===== config.mk =====
export PLATFORM = sky130hd
export DESIGN_NAME = cic_decimator
export DESIGN_NICKNAME = d
export VERILOG_FILES = /design/src/rtl/cic_decimator.sv
export SDC_FILE = /design/constraint.sdc
export NUM_CORES = 1
export LEC_CHECK = 0
export BUFFER_PORTS_ARGS = -buffer_cell sky130_fd_sc_hd__buf_2
export CAP_MARGIN = 20
export CORE_ASPECT_RATIO = 1.4
export CORE_MARGIN = 3
export CORE_UTILIZATION = 65
export DETAILED_ROUTE_END_ITERATION = 10
export MAX_ROUTING_LAYER = met4
export PLACE_DENSITY = 0.84
export SLEW_MARGIN = 10
export SYNTH_ARGS = -nofsm -noshare
export SYNTH_HDL_FRONTEND = slang
export SYNTH_SLANG_ARGS = --single-unit

===== constraint.sdc =====
create_clock -name clk -period 12.8 [get_ports clk]
set_clock_uncertainty 0.1 [all_clocks]
set_input_delay 0.64 -clock clk [delete_from_list [all_inputs] [get_ports clk]]
set_output_delay 0.64 -clock clk [all_outputs]
set_load 0.03 [all_outputs]

===== src/rtl/cic_decimator.sv =====
// CIC (sinc^ORDER) decimator for a 1-bit delta-sigma bitstream.
// Supports a one-shot incremental conversion (final integrator value) and a
// continuous mode (free-running integrators followed by combs), with a
// runtime-selectable power-of-two decimation ratio.
module cic_decimator #(
  parameter int ORDER     = 2,
  parameter int MAX_RLOG2 = 8,
  parameter int ACC_W     = 17
) (
  input  logic             clk,
  input  logic             reset,
  input  logic             en,
  input  logic             start,
  input  logic             mode,
  input  logic [3:0]       r_log2,
  input  logic             din,
  input  logic             din_valid,
  output logic [ACC_W-1:0] dout,
  output logic             dout_valid,
  output logic             busy
);

  typedef enum logic [1:0] {
    IDLE     = 2'd0,
    RUN_INC  = 2'd1,
    RUN_CONT = 2'd2
  } state_t;

  localparam logic [MAX_RLOG2:0] CNT_ONE   = 1;
  localparam logic [2:0]         WARM_DONE = 3'(ORDER);

  state_t             state_q, state_d;
  logic               mode_q, mode_d;
  logic [3:0]         rlog2_q, rlog2_d;
  logic [ACC_W-1:0]   integ_q [ORDER];
  logic [ACC_W-1:0]   integ_d [ORDER];
  logic [ACC_W-1:0]   dly_q   [ORDER];
  logic [ACC_W-1:0]   dly_d   [ORDER];
  logic [MAX_RLOG2:0] cnt_q, cnt_d;
  logic [2:0]         warm_q, warm_d;
  logic [ACC_W-1:0]   dout_q, dout_d;
  logic               dout_valid_q, dout_valid_d;

  // Integrator values after accepting the current sample, and comb chain taps.
  logic [ACC_W-1:0]   integ_upd [ORDER];
  logic [ACC_W-1:0]   comb_c    [ORDER+1];

  logic [3:0]         rl_eff;
  logic [MAX_RLOG2:0] cnt_wrap;
  logic               last_sample;
  logic               abort;

  // Out-of-range ratios (0 or above MAX_RLOG2) fall back to the largest ratio.
  assign rl_eff      = (rlog2_q == 4'd0 || rlog2_q > 4'(MAX_RLOG2)) ? 4'(MAX_RLOG2) : rlog2_q;
  assign cnt_wrap    = (CNT_ONE << rl_eff) - CNT_ONE;
  assign last_sample = (cnt_q == cnt_wrap);
  // Any change of the configuration captured at entry, or dropping en, aborts.
  assign abort       = !en || (mode != mode_q) || (r_log2 != rlog2_q);

  // Integrator cascade uses already-updated lower stages; combs difference
  // successive decimated values of the last integrator.
  always_comb begin
    integ_upd[0] = integ_q[0] + ACC_W'(din);
    for (int k = 1; k < ORDER; k++) begin
      integ_upd[k] = integ_q[k] + integ_upd[k-1];
    end
    comb_c[0] = integ_upd[ORDER-1];
    for (int k = 0; k < ORDER; k++) begin
      comb_c[k+1] = comb_c[k] - dly_q[k];
    end
  end

  // Next-state, datapath update and output strobe.
  always_comb begin
    state_d      = state_q;
    mode_d       = mode_q;
    rlog2_d      = rlog2_q;
    integ_d      = integ_q;
    dly_d        = dly_q;
    cnt_d        = cnt_q;
    warm_d       = warm_q;
    dout_d       = dout_q;
    dout_valid_d = 1'b0;

    unique case (state_q)
      IDLE: begin
        if (en && (mode || start)) begin
          state_d = mode ? RUN_CONT : RUN_INC;
          mode_d  = mode;
          rlog2_d = r_log2;
          integ_d = '{default: '0};
          dly_d   = '{default: '0};
          cnt_d   = '0;
          warm_d  = '0;
        end
      end

      RUN_INC, RUN_CONT: begin
        if (abort || (state_q == RUN_INC && start)) begin
          // Abort leaves dout alone; a start in RUN_INC restarts the count.
          state_d = abort ? IDLE : RUN_INC;
          integ_d = '{default: '0};
          dly_d   = '{default: '0};
          cnt_d   = '0;
          warm_d  = '0;
        end else if (din_valid) begin
          integ_d = integ_upd;
          cnt_d   = last_sample ? '0 : cnt_q + CNT_ONE;
          if (last_sample) begin
            if (state_q == RUN_INC) begin
              dout_d       = integ_upd[ORDER-1];
              dout_valid_d = 1'b1;
              state_d      = IDLE;
            end else begin
              for (int k = 0; k < ORDER; k++) begin
                dly_d[k] = comb_c[k];
              end
              dout_d = comb_c[ORDER];
              // The first ORDER outputs still contain the startup transient.
              if (warm_q == WARM_DONE) begin
                dout_valid_d = 1'b1;
              end else begin
                warm_d = warm_q + 3'd1;
              end
            end
          end
        end
      end

      default: begin
        state_d = IDLE;
      end
    endcase
  end

  // State and datapath registers with asynchronous clear.
  always_ff @(posedge clk or posedge reset) begin
    if (reset) begin
      state_q      <= IDLE;
      mode_q       <= 1'b0;
      rlog2_q      <= '0;
      integ_q      <= '{default: '0};
      dly_q        <= '{default: '0};
      cnt_q        <= '0;
      warm_q       <= '0;
      dout_q       <= '0;
      dout_valid_q <= 1'b0;
    end else begin
      state_q      <= state_d;
      mode_q       <= mode_d;
      rlog2_q      <= rlog2_d;
      integ_q      <= integ_d;
      dly_q        <= dly_d;
      cnt_q        <= cnt_d;
      warm_q       <= warm_d;
      dout_q       <= dout_d;
      dout_valid_q <= dout_valid_d;
    end
  end

  assign dout       = dout_q;
  assign dout_valid = dout_valid_q;
  assign busy       = (state_q != IDLE);

endmodule


# ---- Yosys cells after proc, flatten, opt, wreduce, memory -nomap -nowiden
# Index checks and enable logic that the tools add are counted.
dict set report word_totals {
  register_bits 105
  inputBits 11
  output_inout_bits 19
}
dict set report op_classes {
  add_sub_neg 7
  n_lt_le_gt_ge 1
  eq_ne 12
  shift 1
  muxes 37
  bitwise_logic 1
  reduce_logical 19
}
# cell n
set op_table {}
lappend op_table {{$mux 34} 7}
lappend op_table {{$pmux 34 s2} 2}
lappend op_table {{$mux 9} 4}
lappend op_table {{$sub 17x17->17} 2}
lappend op_table {{$mux 3} 6}
lappend op_table {{$pmux 9 s2} 1}
lappend op_table {{$add 17x1->17} 1}
lappend op_table {{$add 17x17->17} 1}
lappend op_table {{$mux 17} 1}
lappend op_table {{$ne 3x3->1 const B} 5}
lappend op_table {{$mux 2} 6}
lappend op_table {{$add 9x1->9 const B} 1}
lappend op_table {{$eq 9x9->1} 1}
lappend op_table {{$shl 1x4->9 const A} 1}
lappend op_table {{$sub 9x1->9 const B} 1}
lappend op_table {{$reduce_and 4->1} 2}
lappend op_table {{$mux 1} 7}
lappend op_table {{$pmux 3 s2} 1}
lappend op_table {{$reduce_and 6->1} 1}
lappend op_table {{$logic_or 1x1->1} 5}
lappend op_table {{$reduce_and 5->1} 1}
lappend op_table {{$gt 4x4->1 const B} 1}
lappend op_table {{$logic_not 4->1} 1}
lappend op_table {{$mux 4} 1}
lappend op_table {{16 further kinds} 18}

# ---- Logic depth before layout (Yosys ltp)
# Gate-level depths: netlist (run 1).
dict set report logic_depth {
  depth_word 10
  depth_mapped 28
  depth_no_buf 28
}

# ---- Worst setup path before layout (run 1)
# No wires, ideal clock.
dict set report synth_path {
  path_type {input to register}
  start {input din}
  end {register dout_q[16] (netlist: dout[16])}
  setup_time_ns 0.127
  arrival_time_ns 5.543
  slack_ns 7.030
  cell_stages 26
  path_buffers 0
  path_cell_list {ha_1 > inv_1 > nor2_1 > nand3_1 > xnor2_1 > ha_1 > a2111oi_0 > o21ai_0 > a2111oi_0 > nor3_1 > a211o_1 > xor2_1 > ha_1 > or3_1 > a211oi_1 > nor2_1 > xnor2_1 > ha_1 > and3_1 > a21oi_1 > o21ai_1 > a311o_1 > nor2b_1 > mux2i_1 > xnor2_1 > a21oi_1}
}
dict set report synth_between {
  elab_chain_cells 5
}
# element line_no
set synth_lines {}
lappend synth_lines {{start, declared} 16} ;# input logic din,
lappend synth_lines {{$add 17x1->17 *} 63} ;# integ_upd[0] = integ_q[0] + ACC_W'(din);
lappend synth_lines {{$add 17x17->17 *} 65} ;# integ_upd[k] = integ_q[k] + integ_upd[k-1];
lappend synth_lines {{$sub 17x17->17 (2 in series)} 69} ;# comb_c[k+1] = comb_c[k] - dly_q[k];
lappend synth_lines {{$mux 17 *} 110} ;# if (state_q == RUN_INC) begin
lappend synth_lines {{end signal, assigned} 156} ;# dout_q <= dout_d;
lappend synth_lines {{end, declared} 41} ;# logic [ACC_W-1:0] dout_q, dout_d;
# Mark *: on every way between the ends. The rest lies on a longest branch, timed or not.
# A chain may end at the register's enable or synchronous reset.

# ---- Worst setup path in the final report (run 1)
dict set report layout_path {
  start {register integ_q[18] (netlist name)}
  end {register dout_q[16] (netlist: dout[16])}
}
dict set report layout_between {
  elab_chain_cells 5
}
# element line_no
set layout_lines {}
lappend layout_lines {{start, declared} 35} ;# logic [ACC_W-1:0] integ_q [ORDER];
lappend layout_lines {{start signal, assigned} 152} ;# integ_q <= integ_d;
lappend layout_lines {{$add 17x1->17 *} 63}
lappend layout_lines {{$add 17x17->17 *} 65}
lappend layout_lines {{$sub 17x17->17 (2 in series)} 69}
lappend layout_lines {{$mux 17 *} 110}
# Marks and branches as above.

==> summary.md, run 1 <==
| Metric | Value |
|---|---|
| DRC | `0` |
| Post-CTS Resized | `0` |
| Fin crit share | `about half` |
| Max Freq | `151 MHz` |
| IO Port Bufs | `29` |
| Top_reg_cell synth | `dfrtp_1` |
| Status | `finished clean` |
| First-pass GRT wire length | `~30000 um` |
| Synth Cell Area | `0.00737 sq mm` |
| FF+latch count, synth | `roughly 110` |
| Final setup margin | `between 6000 and 7000 ps` |
| # setup viols final | `0` |
| Rows | `45` |
| RR Startpoint | `integ_q[18]` |
| Top Ports | `30` |
| Largest cells by area after synthesis | `dfrtp_1 (36%), ha_1 (10%), o21ai_0 (5.8%)` |
| Final nets | `932` |
| Post-CTS Setup Bufs | `0` |
| EDFF count, synth | `0` |
| Worst-Skew Late Latency | `between 300 and 400 ps` |
| Worst-margin pin slew | `roughly 930 ps` |
| Final min period | `between 6000 and 7000 ps` |
| WL/cell | `~18 um` |
| Area Growth Syn to Fin | `7.32%` |
| Gpl congestion | `a little under 1` |
| Die span in x | `around 96 um` |
| Worst-path clk slew | `~70 ps` |
| Sequential fraction of the synthesis area | `~36%` |
| Crit end category | `flop` |
| MaxCap Viol Count | `0` |
| Critical Path Fanout Max | `5` |
| Num CTS Buffers | `9` |
| Power per cell area | `between 100 and 150 mW/mm^2` |
| CTS tree | `yes` |
| Avg Cell Area, Syn | `8.73 sq um` |
| Max-slew violations | `0` |
| CTS root buf | `clkbuf_16` |
| Fin cells | `~1000` |
| Cts hold-fix bufs | `0` |
| RR Endpoint | `dout[16]` |
| Worst VDD drop | `87.7 uV` |
| Vias in the first global route | `6466` |
| Antenna Cells | `0` |
| Worst R2R Setup Slack | `around 6200 ps` |
| Post-DRT Antenna Nets | `0` |
| Starting density of the core | `between 60% and 70%` |
| Syn. warnings | `0` |
| Post-DR vias/cell | `6.36` |
| Synth cell types | `62` |
| CP Launch Point | `integ_q[18]` |
| Die area | `around 0.013 sq mm` |
| RSZ-0062 raised after global routing | `false` |
| Share of cells above drive strength 1 | `7.89%` |
| HPWL after DPL | `around 12000 um` |
| CTS max path bufs | `2` |
| Final count of hold timing violations | `0` |
| Syn nets | `between 900 and 1000` |
| Vias | `approximately 6400` |
| Async SR Flop Fraction | `100%` |
| Placed insts | `between 900 and 1000` |
| Post-synth top area share | `approximately 36%` |
| Worst Path Arrival | `around 6800 ps` |
| Critical Path Start Type | `flop` |
| GRT Util Overall | `30.2%` |
| Hold WC Path Type | `input port to async pin` |
| Rel. slew slack | `38.0%` |
| Die height | `between 100 and 150 um` |
| Gr ovfl total | `0` |
| H-tree Lvls | `3` |
| End of the critical path | `dout[16]` |
| Static leakage | `roughly 3.6 nW` |
| Clk sinks | `105` |
| Cell accounting for the most synthesized area | `dfrtp_1` |
| Largest net degree at the start of global routing | `70` |
| Pre-CTS setup slack | `approximately 6200 ps` |
| Setup TNS | `0 ps` |
| DRT iter0 DRCs | `400` |
| Reg2reg path depth | `25` |
| Core area | `between 0.01 and 0.015 sq mm` |
| Final WL | `~18000 um` |
| Initial antenna violation count | `0` |
| DRT Pass-1 Iters | `5` |
| Req. time, crit path | `around 13000 ps` |
| Post-Synthesis Cells | `844` |
| Crit path kind | `flop to flop` |
[registers in the layout (all words and copies together), names as in the netlist]
signal      flops
cnt_q           9
dly_q          34
dout           17
dout_valid      1
integ_q        34
mode_q          1
rlog2_q         4
state_q         2
warm_q          3
[how the worst min path moves through the flow]
| stage | depth (start not counted) | startpoint | endpoint |
|---|---|---|---|
| after global routing | 2 | reset | integ_q[19] |
| final | 2 | reset | integ_q[19] |
| after detailed placement | 2 | dout[1] | dout[1] |
| after floorplan | 2 | dly_q[15] | dly_q[15] |
| after global placement | 1 | dout[7] | dout[7] |
| after CTS | 2 | reset | integ_q[19] |
[synthesized netlist by cell type (8+ instances only)]
master,instances
a211oi_1,8
a21o_1,10
a21oi_1,45
a22o_1,33
and3_1,13
clkbuf_1,16
dfrtp_1,105
ha_1,60
inv_1,62
nand2_1,103
nand2b_1,11
nand3_1,21
nor2_1,61
nor2b_1,8
nor3_1,20
o211ai_1,8
o21a_1,8
o21ai_0,86
o31ai_1,9
xnor2_1,43
xor2_1,20
[layout make-up]
class	count	area [sq um]
fill	833	3070
timing repair buffer	34	183
tap	141	176
clock inverter	4	76.3
inverter	62	235
clock buffer	11	253
sequential	105	2630
multi-input combinational	646	4360
[cells by family after synthesis]
logic type / Yosys count / synth area share (%)
and+or+nand+nor: 260 / 16.7
AOI/OAI and AO/OA: 247 / 22.0
DFF: 105 / 35.7
buffers and inverters: 93 / 5.37
adders and majority gates: 63 / 11.0
xor gates and xnor gates: 63 / 7.49
muxes: 12 / 1.72
other: 1 / 0.0509
[per-layer routing]
metal	vias to the layer above	routed length, um	global-route usage, %
met3	48	873	4.45
met1	3092	7060	36.5
met5	-	0	-
met4	0	705	13.8
li1	3005	-	-
met2	232	9080	49.1
[critical path: stages (launching register included)]
cell	delay (ps)
dfrtp_1	430
nand3_1	130
nor2_1	280
nand2_1	110
xnor2_1	300
ha_1	340
a2111oi_0	470
nor2_1	130
a2111oi_0	550
nor3_1	200
a211o_1	310
xor2_1	190
ha_1	260
or3_1	390
a211oi_1	270
nor2_1	130
xnor2_1	220
ha_1	310
and3_1	160
a21oi_1	170
o21ai_1	120
a311o_1	370
nor2b_1	130
mux2i_1	180
xnor2_1	140
a21oi_1	80
[stage by stage]
step	cell area, sq um	hold WS [ps]	power (mW)	utilization (%)
after floorplan	7370	347	0.560	-
after global placement	7580	358	0.583	69.0
after detailed placement	7580	365	0.592	69.0
after CTS	7910	312	0.897	72.0
after global routing	7910	337	0.938	72.0
final	7910	279	0.900	72.0
[where the power goes]
| part | switching, mW | total (mW) | internal (mW) |
|---|---|---|---|
| Combinational | 0.155 | 0.224 | 0.0693 |
| Clock | 0.128 | 0.309 | 0.182 |
| Sequential | 0.0243 | 0.367 | 0.342 |
[layout by cell type, fill, tap and decap left out, types with 21 or more instances in the layout]
master,netlist,layout
dfrtp_1,105,105
o21ai_0,86,86
ha_1,60,60
nor2_1,61,61
xnor2_1,43,43
a22o_1,33,33
a21oi_1,45,45
inv_1,62,61
nand3_1,21,21
nand2_1,103,103
buf_2,7,29
(Power assumes the default switching activity.)
==> inputs of run 2 (changes only) <==
--- a/config.mk
+++ b/config.mk
@@ -9,10 +9,10 @@
 export CAP_MARGIN = 20
 export CORE_ASPECT_RATIO = 1.4
 export CORE_MARGIN = 3
-export CORE_UTILIZATION = 65
+export CORE_UTILIZATION = 57
 export DETAILED_ROUTE_END_ITERATION = 10
 export MAX_ROUTING_LAYER = met4
-export PLACE_DENSITY = 0.84
+export PLACE_DENSITY = 0.78
 export SLEW_MARGIN = 10
 export SYNTH_ARGS = -nofsm -noshare
 export SYNTH_HDL_FRONTEND = slang
==> constraint.sdc (replaced) <==
create_clock -name clk -period 5.88 [get_ports clk]
set_clock_uncertainty 0.1 [all_clocks]
set_input_delay 0.294 -clock clk [delete_from_list [all_inputs] [get_ports clk]]
set_output_delay 0.294 -clock clk [all_outputs]
set_load 0.03 [all_outputs]
==> run 2 against run 1 <==
  * Cell area is 9.3% higher
  * Core utilization is 2.9 points lower
  * Sequential cell count stayed put
  * Via count is 1.0% higher
  * Sequential power is 120% higher
  * Worst setup slack worse by 6000 ps
  * Critical endpoint unchanged
  * Global-route usage is 3.8 points lower
  * The flow now finishes with violations (hold timing)
==> summary.md, run 2 (synthesized netlist as in run 1, its figures left out) <==
| Metric | Value |
|---|---|
| Status | `finished, violations left` |
| Failing checks | `hold timing` |
| Gpl congestion | `0.967 (-1.5%)` |
| Rows | `48 (+6.7%)` |
| CTS max path bufs | `2 (unchanged)` |
| Static leakage | `3.97 nW (+9.3%)` |
| Vias | `6443 (+1.0%)` |
| Crit-path leading delay family | `compound AO/OA/AOI/OAI gates` |
| Cts hold-fix bufs | `0 (unchanged)` |
| DRT Pass-1 Iters | `5 (unchanged)` |
| IO Port Bufs | `29 (unchanged)` |
| Fin crit share | `97.6% (+46 points)` |
| RR Startpoint | `integ_q[17]` |
| Top Ports | `30 (unchanged)` |
| Die height | `141 um (+6.5%)` |
| Cell mode on critical path | `ha_1` |
| Initial antenna violation count | `0 (unchanged)` |
| H-tree Lvls | `3 (unchanged)` |
| Reg2reg path depth | `26 (+4.0%)` |
| RR Endpoint | `dout[16]` |
| Hold WC Path Type | `input port to async pin` |
| Largest net degree at the start of global routing | `70 (unchanged)` |
| GRT Util Overall | `26.4% (-3.8 points)` |
| Hold WS | `-11.3 ps (-290 ps)` |
| Max-slew violations | `0 (unchanged)` |
| Post-DR vias/cell | `6.06 (-4.8%)` |
| Critical Path Start Type | `flop` |
| End of the critical path | `dout[16]` |
| Die area | `0.0143 sq mm (+13%)` |
| Worst-path clk slew | `70 ps (about the same)` |
| Final setup margin | `139 ps (-6050 ps)` |
| DRC | `0 (unchanged)` |
| Max Freq | `174 MHz (+15%)` |
| CTS root buf | `clkbuf_16` |
| Antenna Cells | `0 (unchanged)` |
| Starting density of the core | `59.0% (-8.1 points)` |
| DRT iter0 DRCs | `356 (-11%)` |
| Worst VDD drop | `160 uV (+82%)` |
| Crit end category | `flop` |
| Final count of hold timing violations | `10 (+10)` |
| Worst-margin pin slew | `755 ps (-175 ps)` |
| Vias in the first global route | `6445 (-0.32%)` |
| Commonest non-fill, non-tap cell in the layout | `dfrtp_1` |
| Final min period | `5740 ps (-870 ps)` |
| HPWL after DPL | `12700 um (+1.6%)` |
| Area Growth Syn to Fin | `17.3%` |
| Core area | `0.0125 sq mm (+14%)` |
| CP Launch Point | `integ_q[17]` |
| Worst Path Arrival | `5860 ps (-890 ps)` |
| # setup viols final | `0 (unchanged)` |
| Slowest stage cell on the critical path | `dfrtp_1` |
| Rel. slew slack | `49.7% (+12 points)` |
| Num CTS Buffers | `9 (unchanged)` |
| Pre-CTS setup slack | `-114 ps (-6350 ps)` |
| Post-DRT Antenna Nets | `0 (unchanged)` |
| Crit path kind | `flop to flop` |
| Clk sinks | `105 (unchanged)` |
| Bufs and invs on worst path | `2 (+2)` |
| CTS tree | `yes` |
| Critical Path Fanout Max | `4 (-1)` |
| Die span in x | `102 um (+6.4%)` |
| Power per cell area | `214 mW/mm^2 (+88%)` |
| Final WL | `18700 um (+5.4%)` |
| Final nets | `984 (+5.6%)` |
| Most frequent cells in the layout | `dfrtp_1 (103), nand2_1 (101), o21ai_0 (81), inv_1 (61), buf_4 (57)` |
| Share of cells above drive strength 1 | `19.1% (+11 points)` |
| Worst R2R Setup Slack | `140 ps (-6050 ps)` |
| First-pass GRT wire length | `30100 um (about the same)` |
| WP depth | `26 (+4.0%)` |
| Worst-Skew Late Latency | `340 ps (about the same)` |
| WL/cell | `17.6 um (-0.62%)` |
| Gr ovfl total | `0 (unchanged)` |
| Req. time, crit path | `6000 ps (-6930 ps)` |
| Largest stage delay, worst path | `420 ps (-130 ps)` |
| MaxCap Viol Count | `0 (unchanged)` |
[run 2: changes by cell type in the layout (fill, tap and decap cells not counted), moves of 3 or more]
cell and change:
o21ai_1 +4, xnor2_2 +10, ha_4 +8, xnor2_1 -10, buf_4 +52, a2111oi_4 +3
nor2_1 -5, ha_2 +4, a2111oi_0 -4, a21oi_2 +9, o21ai_0 -5, nor2_2 +4
a21oi_1 -10, ha_1 -12
[run 2: metrics by stage]
step	instances	area (sq um)	utilization (%)	power, mW	setup TNS (ps)
after floorplan	844	7370	-	1.22	0
after global placement	1035	7880	63.0	1.27	0
after detailed placement	1035	7880	63.0	1.30	-114
after CTS	1050	8160	65.3	1.85	0
after global routing	1064	8640	69.2	1.94	-163
final	1064	8640	69.2	1.85	0
[run 2: area by class of cell]
type                            instances  area [sq um]
Tap cell                              150           188
Inverter                               62           235
Multi-Input combinational cell        646          4750
Sequential cell                       105          2630
Clock buffer                           12           246
Fill cell                             941          3850
Timing Repair Buffer                   86           573
Clock inverter                          3          17.5
[run 2: power breakdown]
group / switching [mW] / internal, mW
registers: 0.0523 / 0.745
logic: 0.336 / 0.156
clock network: 0.265 / 0.296
[run 2: how the worst min path moves through the flow]
stage	from	endpoint	slack, ps	cells past startpoint
finish	reset	integ_q[18]	-10	2
global placement	dout[7]	dout[7]	350	1
global route	reset	integ_q[19]	40	2
CTS	reset	integ_q[18]	20	2
detailed placement	dout[6]	dout[6]	360	2
floorplan	din_valid	dout_valid	330	1
[run 2: what timing repair did]
item                                    in CTS  in global routing
gates resized for setup                      6                 69
pin swaps                                    0                 36
buffers inserted                             0                 14
endpoints found under the hold margin        0                  0
endpoints found under the setup margin       1                  3
[run 2: metal layers]
layer,global-route usage (%),share of wire [%],vias up,routed length [um]
met5,-,0,-,0
met4,10.2,3.4,0,633
met3,3.59,3.9,46,725
met2,43.3,52,172,9670
met1,32.9,41,3125,7640
li1,-,-,3100,-
